File: src/rtl/reg_file_2r1w.sv
// Purpose : DEPTH x WIDTH register bank, one byte-enabled write port, two registered read ports.
// Latency : read data appears 1 clk after re; write visible same cycle (BYPASS=1) or next cycle (BYPASS=0).
// Backpr. : none; every port accepts a request on every cycle.
//
// Ports:
//   clk, reset        single rising-edge clock, synchronous active-high reset
//   clr               synchronous clear of every entry (reads issued that edge load 0)
//   we/waddr/wdata/wbe  write port; wbe[i] gates byte lane i
//   re0/ra0 -> rd0    read port 0; rd0 holds while re0 is low
//   re1/ra1 -> rd1    read port 1; rd1 holds while re1 is low
module reg_file_2r1w #(
  parameter int WIDTH    = 16,
  parameter int DEPTH    = 8,
  parameter int BYPASS   = 1,
  parameter int ZERO_REG = 0,
  localparam int AW      = $clog2(DEPTH),
  localparam int NB      = WIDTH / 8
) (
  input  logic             clk,
  input  logic             reset,
  input  logic             clr,
  input  logic             we,
  input  logic [AW-1:0]    waddr,
  input  logic [WIDTH-1:0] wdata,
  input  logic [NB-1:0]    wbe,
  input  logic             re0,
  input  logic [AW-1:0]    ra0,
  output logic [WIDTH-1:0] rd0,
  input  logic             re1,
  input  logic [AW-1:0]    ra1,
  output logic [WIDTH-1:0] rd1
);

  // Elaboration-time parameter sanity.
  if ((WIDTH % 8) != 0 || WIDTH < 8) begin : g_bad_width
    $error("reg_file_2r1w: WIDTH must be a non-zero multiple of 8");
  end
  if (DEPTH < 2) begin : g_bad_depth
    $error("reg_file_2r1w: DEPTH must be >= 2");
  end

  // One extra bit so DEPTH itself is representable when DEPTH is a power of 2.
  localparam logic [AW:0] DEPTH_W = DEPTH[AW:0];

  // Addresses >= DEPTH only exist when DEPTH is not a power of 2.
  function automatic logic in_range(input logic [AW-1:0] a);
    return ({1'b0, a} < DEPTH_W);
  endfunction

  // Entry 0 is hardwired to zero when ZERO_REG is set.
  function automatic logic is_zero_entry(input logic [AW-1:0] a);
    return (ZERO_REG != 0) && (a == '0);
  endfunction

  // An address that maps onto real, writable storage.
  function automatic logic is_backed(input logic [AW-1:0] a);
    return in_range(a) && !is_zero_entry(a);
  endfunction

  logic [WIDTH-1:0] mem [DEPTH];

  // ---------------------------------------------------------------------------
  // Write path: merge the enabled byte lanes over the current entry contents.
  // The merged word is used both for the array update and for read bypass, so
  // a partial write forwards new bytes where wbe=1 and old bytes elsewhere.
  // ---------------------------------------------------------------------------
  logic             wr_ok;
  logic [WIDTH-1:0] wr_old;
  logic [WIDTH-1:0] wr_merged;

  always_comb begin
    wr_ok     = we && (wbe != '0) && is_backed(waddr);
    wr_old    = in_range(waddr) ? mem[waddr] : '0;
    wr_merged = wr_old;
    for (int i = 0; i < NB; i++) begin
      if (wbe[i]) begin
        wr_merged[8*i +: 8] = wdata[8*i +: 8];
      end
    end
  end

  // ---------------------------------------------------------------------------
  // Read path: both ports share one lookup structure, indexed by port number.
  // ---------------------------------------------------------------------------
  logic [1:0]       re_v;
  logic [AW-1:0]    ra_v   [2];
  logic [WIDTH-1:0] rd_nxt [2];
  logic [WIDTH-1:0] rd_q   [2];

  always_comb begin
    re_v    = {re1, re0};
    ra_v[0] = ra0;
    ra_v[1] = ra1;
    for (int p = 0; p < 2; p++) begin
      rd_nxt[p] = '0;
      if (!is_backed(ra_v[p])) begin
        // Out-of-range and hardwired-zero addresses read 0; a write to
        // them was dropped, so there is nothing to forward either.
        rd_nxt[p] = '0;
      end else if ((BYPASS != 0) && wr_ok && (ra_v[p] == waddr)) begin
        rd_nxt[p] = wr_merged;
      end else begin
        rd_nxt[p] = mem[ra_v[p]];
      end
    end
  end

  // ---------------------------------------------------------------------------
  // State update. Priority: reset > clr > write. Reset also zeroes the read
  // registers and ignores re; clr still lets enabled reads load, but with 0,
  // so a clear is always seen immediately regardless of BYPASS.
  // ---------------------------------------------------------------------------
  always_ff @(posedge clk) begin
    if (reset) begin
      for (int e = 0; e < DEPTH; e++) begin
        mem[e] <= '0;
      end
      for (int p = 0; p < 2; p++) begin
        rd_q[p] <= '0;
      end
    end else begin
      if (clr) begin
        for (int e = 0; e < DEPTH; e++) begin
          mem[e] <= '0;
        end
      end else if (wr_ok) begin
        mem[waddr] <= wr_merged;
      end
      for (int p = 0; p < 2; p++) begin
        if (re_v[p]) begin
          rd_q[p] <= clr ? '0 : rd_nxt[p];
        end
      end
    end
  end

  assign rd0 = rd_q[0];
  assign rd1 = rd_q[1];

endmodule

File: config.mk
export PLATFORM = sky130hd
export DESIGN_NAME = reg_file_2r1w
export DESIGN_NICKNAME = d
export VERILOG_FILES = /design/src/rtl/reg_file_2r1w.sv
export SDC_FILE = /design/constraint.sdc
export NUM_CORES = 1
export LEC_CHECK = 0
export BUFFER_PORTS_ARGS = -buffer_cell sky130_fd_sc_hd__buf_2
export CAP_MARGIN = 20
export CORE_ASPECT_RATIO = 0.9
export CORE_MARGIN = 4
export CORE_UTILIZATION = 40
export DETAILED_ROUTE_END_ITERATION = 10
export SYNTH_ARGS = -nofsm -noshare
export SYNTH_HDL_FRONTEND = slang
export SYNTH_SLANG_ARGS = --single-unit
File: constraint.sdc
create_clock -name clk -period 2 [get_ports clk]
set_input_delay 0.3 -clock clk [delete_from_list [all_inputs] [get_ports clk]]
set_output_delay 0.3 -clock clk [all_outputs]
set_load 0.01 [all_outputs]
After elaboration in Yosys (flattened, before gate mapping)
Memory sizes are Yosys's and may differ from the RTL's.
Index checks and enable logic that the tools add are counted.

storage, ports and cells
  RAM bits = 160
  register bits after elaboration = 0
  input bits = 33
  memories = 2
  word-level logic and storage cells = 53

memory list
  name  words  width  read ports  clocked after memory_dff  write ports  line  RTL
  mem   8      16     3           0                         8            60    logic [WIDTH-1:0] mem [DEPTH];
  rd_q  2      16     2           0                         2            88    logic [WIDTH-1:0] rd_q [2];

cells by class
  eq/ne operators = 2
  reduce and logical (&&, ||, !) cells = 5
  muxes and demuxes = 34
  bitwise logic cells = 10

operators by type and width
  kind                 count
  16-bit 2-to-1 mux    15
  1-bit 2-to-1 mux     16
  8-bit 2-to-1 mux     2
  16-bit OR reduction  1
  1-bit bitwise OR     10
  3-bit equality test  2
  1-bit logical AND    3
  3-bit 2-to-1 mux     1
  2-bit nonzero test   1

Depth between registers and ports, before layout
  depth after elaboration = 8
  gate-level depth with buffers = 7
  mapped depth without buffers = 4

Least setup slack after synthesis
OpenSTA, ideal clock, no wires.

  path kind = input to register
  start point = input port waddr[0]
  end point = memory mem[6][0] (enable)
  cell stages on the path = 7
  library setup time = 0.372 ns
  arrival = 1.662 ns
  data required time = 1.628 ns
  path slack = -0.033 ns
  cells stage by stage = buf_6 -> buf_6 -> and3b_1 -> clkbuf_1 -> nand3_2 -> clkbuf_1 -> nand2_1

RTL lines
  element      line  RTL
  from (decl)  23    input logic [AW-1:0] waddr,
  to (decl)    60

==> results by group <==
Critical path
  • Crit-path cells: buf_2 -> buf_4 -> or2_1 -> buf_4 -> o22ai_1 -> o31ai_4 -> buf_4 -> nor2_1
  • CP Data Required Time: between 2 and 2.5 ns
  • Crit path DAT: ~1.8 ns
  • Crit path buf inv count: 4
  • Top Family by Delay on Critical Path: buffers and inverters
  • WS Path Type: input port to flop
  • Cell mode on critical path: buf_4
  • Startpoint types: input port
  • Critical Path Fanout Max: 10
  • Worst setup EP type: flop
  • R2R Path Start: mem[5][14]$_SDFFCE_PN0P_
  • Max incr delay on CP: ~0.36 ns
  • Critical path's slowest cell: or2_1
  • Critical Path Start: waddr[2]

Clocking
  • Htree depth: 4
  • CTS tree: built
  • Worst skew pair latency: approximately 0.44 ns
  • Post-CTS sizing: 0
  • Clock slew at reported path FFs: around 0.070 ns
  • CTS Root Cell: clkbuf_16
  • Postcts setup bufs: 0
  • Clock Tree Buf Depth: 2
  • TritonCTS sink count: 160
  • CTS Buf Count: 17
  • Hold-fix buffers, CTS: 0

GRT
  • Vias in the first global route: around 6700
  • Grt total ovfl: 0
  • Initial antenna violation count: 0
  • Met3 Use GR: 0.0355
  • Met2 GRT Util: 0.390
  • Gr usage total: 0.222
  • Largest net degree at the start of global routing: 33
  • Busiest metal layer after global routing: met2
  • Grt met1 use: 0.273
  • First-pass GRT wire length: approximately 41000 um

Pwr
  • Pwr/cell area: about 760 nW/um2
  • Total Power: slightly above 8 mW
  • Leakage power: about 4.2 nW
  • Worst vdd ir: ~0.47 mV

Timing
  • Tmin final: between 1.5 and 2 ns
  • Slew @ Worst Pin: ~0.56 ns
  • Final Cycle Share: 0.815
  • Worst Skew: 0.00904 ns
  • Final Hold Fails: 0
  • RSZ-0062 raised after global routing: false
  • Final number of max-transition violations: 0
  • FMAX: between 0.6 and 0.7 GHz
  • Number of setup violations in the final report: 0
  • Slew margin rel.: 0.627

Floorplan
  • Chip width: between 150 and 200 um
  • Rows: 52
  • CORE AREA: between 20000 and 25000 um2
  • Die Ht: 151 um
  • Initial Util: 0.407
  • Die area: between 20000 and 30000 um2
  • I/O pin count: 65

Layout
  • Fraction of layout cells with a size suffix above 1: 0.355
  • Commonest non-fill, non-tap cells in the layout: edfxtp_1, nor2_1, mux2i_1, buf_4, mux4_2
  • Synth-to-Final Area Change: 18.7%
  • Final instance area: between 10000 and 15000 um2
  • Most common cell after layout, fill and taps aside: edfxtp_1
  • Diode count: 0
  • Final nets: between 700 and 800

Detailed routing
  • First-pass DRT Iterations: 5
  • Drt initial violations: 507
  • Wire length per cell: 26.1 um
  • Vias per cell: 6.00
  • # DRC: 0
  • Final wirelength: between 20000 and 30000 um
  • Routed Antenna Nets: 0
  • Detailed-route via count: ~6400

Place
  • Detail Placement HPWL: approximately 19000 um
  • # port buffers: 64
  • Gpl congestion: around 0.87
  • Dpl cell area: slightly above 10000 um2

Synthesis
  • Seq/Total Area, Yosys: 0.526
  • Syn Std Cell Area: about 9100 um2
  • Mean Syn Cell Area: roughly 14 um2
  • #FFs+latches synth: 160
  • Mapped Nets: slightly below 700
  • Cell count after synthesis: roughly 640
  • Netlist cell types: 27
  • Syn. warnings: 0

Worst hold path
  • Worst min path class: input port to flop
  • Min-delay src: wdata[5]

Run
  • Max Cap Viol: 0

Run status
  • Status: completed
-- final cells by class --
class / count / area [um2]
Clock buffer: 17 / 425
Clock inverter: 15 / 126
Fill cell: 1957 / 11600
Multi-Input combinational cell: 427 / 4000
Sequential cell: 160 / 4800
Tap cell: 297 / 372
Timing Repair Buffer: 153 / 1100
-- metrics by stage --
step	instances	hold WS [ns]	utilization	setup TNS [ns]	setup slack, ns
floorplan	642	0.650	-	-1.64	-0.0175
global placement	1037	0.712	0.458	-2.04	-0.0457
detailed placement	1037	0.712	0.458	-0.143	-0.0182
CTS	1069	0.431	0.483	0	0.419
global route	1069	0.450	0.483	0	0.309
finish	1069	0.427	0.483	0	0.371
-- worst min-delay path, delay by kind of cell --
kind	cells	cell delay [ns]
compound gates	2	0.24
simple gates	1	0.12
buf+inv	1	0.07
-- path summary, 6_finish.rpt --
| check | slack, ns | cells after the start | end |
|---|---|---|---|
| setup reg to reg | 0.42 | 5 | mem[2][14]$_SDFFCE_PN0P_ |
| hold reg to reg | 0.90 | 3 | rd_q[0][5]$_SDFFCE_PP0P_ |
| hold / removal | 0.43 | 4 | rd_q[0][5]$_SDFFCE_PP0P_ |
| setup / recovery | 0.37 | 8 | mem[0][1]$_SDFFCE_PN0P_ |
-- per-layer routing --
| layer | up-vias | wire length [um] |
|---|---|---|
| met4 | 0 | 1070 |
| met1 | 3298 | 10900 |
| met3 | 65 | 1770 |
| li1 | 2771 | - |
| met2 | 281 | 14200 |
| met5 | - | 0 |
-- registers in the layout, summed over array words and instances (netlist names) --
signal and flops:
mem 128, rd_q 32
-- synthesized netlist by cell type --
cell        n  area (um2)
edfxtp_1  160        4800
nor2_1    130         488
mux2i_1    96         961
mux4_2     64        1440
o22ai_1    62         388
buf_2      23         115
nand2_1    17        63.8
clkbuf_1   16        60.1
o31ai_4    16         340
buf_6      10         113
nand2b_1   10        62.6
or2b_1      8        60.1
xnor2_1     6        52.6
buf_4       4        30.0
clkbuf_2    2        10.0
nand3_2     2        20.0
nand4_1     2        12.5
nor2b_1     2        12.5
o22ai_2     2        25.0
or2_2       2        12.5
or4_1       2        15.0
and3_1      1        6.26
and3b_1     1        8.76
nor2_2      1        6.26
nor3_1      1        5.00
o21a_1      1        7.51
or2_1       1        6.26
-- report_power, final --
part	leakage, nW	switching (mW)	total [mW]	internal (mW)
combinational	2.13	0.665	1.22	0.554
clock	0.262	1.47	3.10	1.62
sequential	1.78	0.107	3.96	3.86
total	4.17	2.24	8.28	6.03
-- cells by family (layout without fill, tap and decap cells) --
| logic type | Yosys count | count (layout) | share of synthesized area |
|---|---|---|---|
| xor+xnor | 6 | 6 | 0.00576 |
| mux | 160 | 160 | 0.263 |
| buf+inv | 55 | 185 | 0.0359 |
| simple gates | 180 | 180 | 0.0854 |
| compound gates | 81 | 81 | 0.0833 |
| flops | 160 | 160 | 0.526 |
Note: power is estimated with default switching activity, not from simulation.
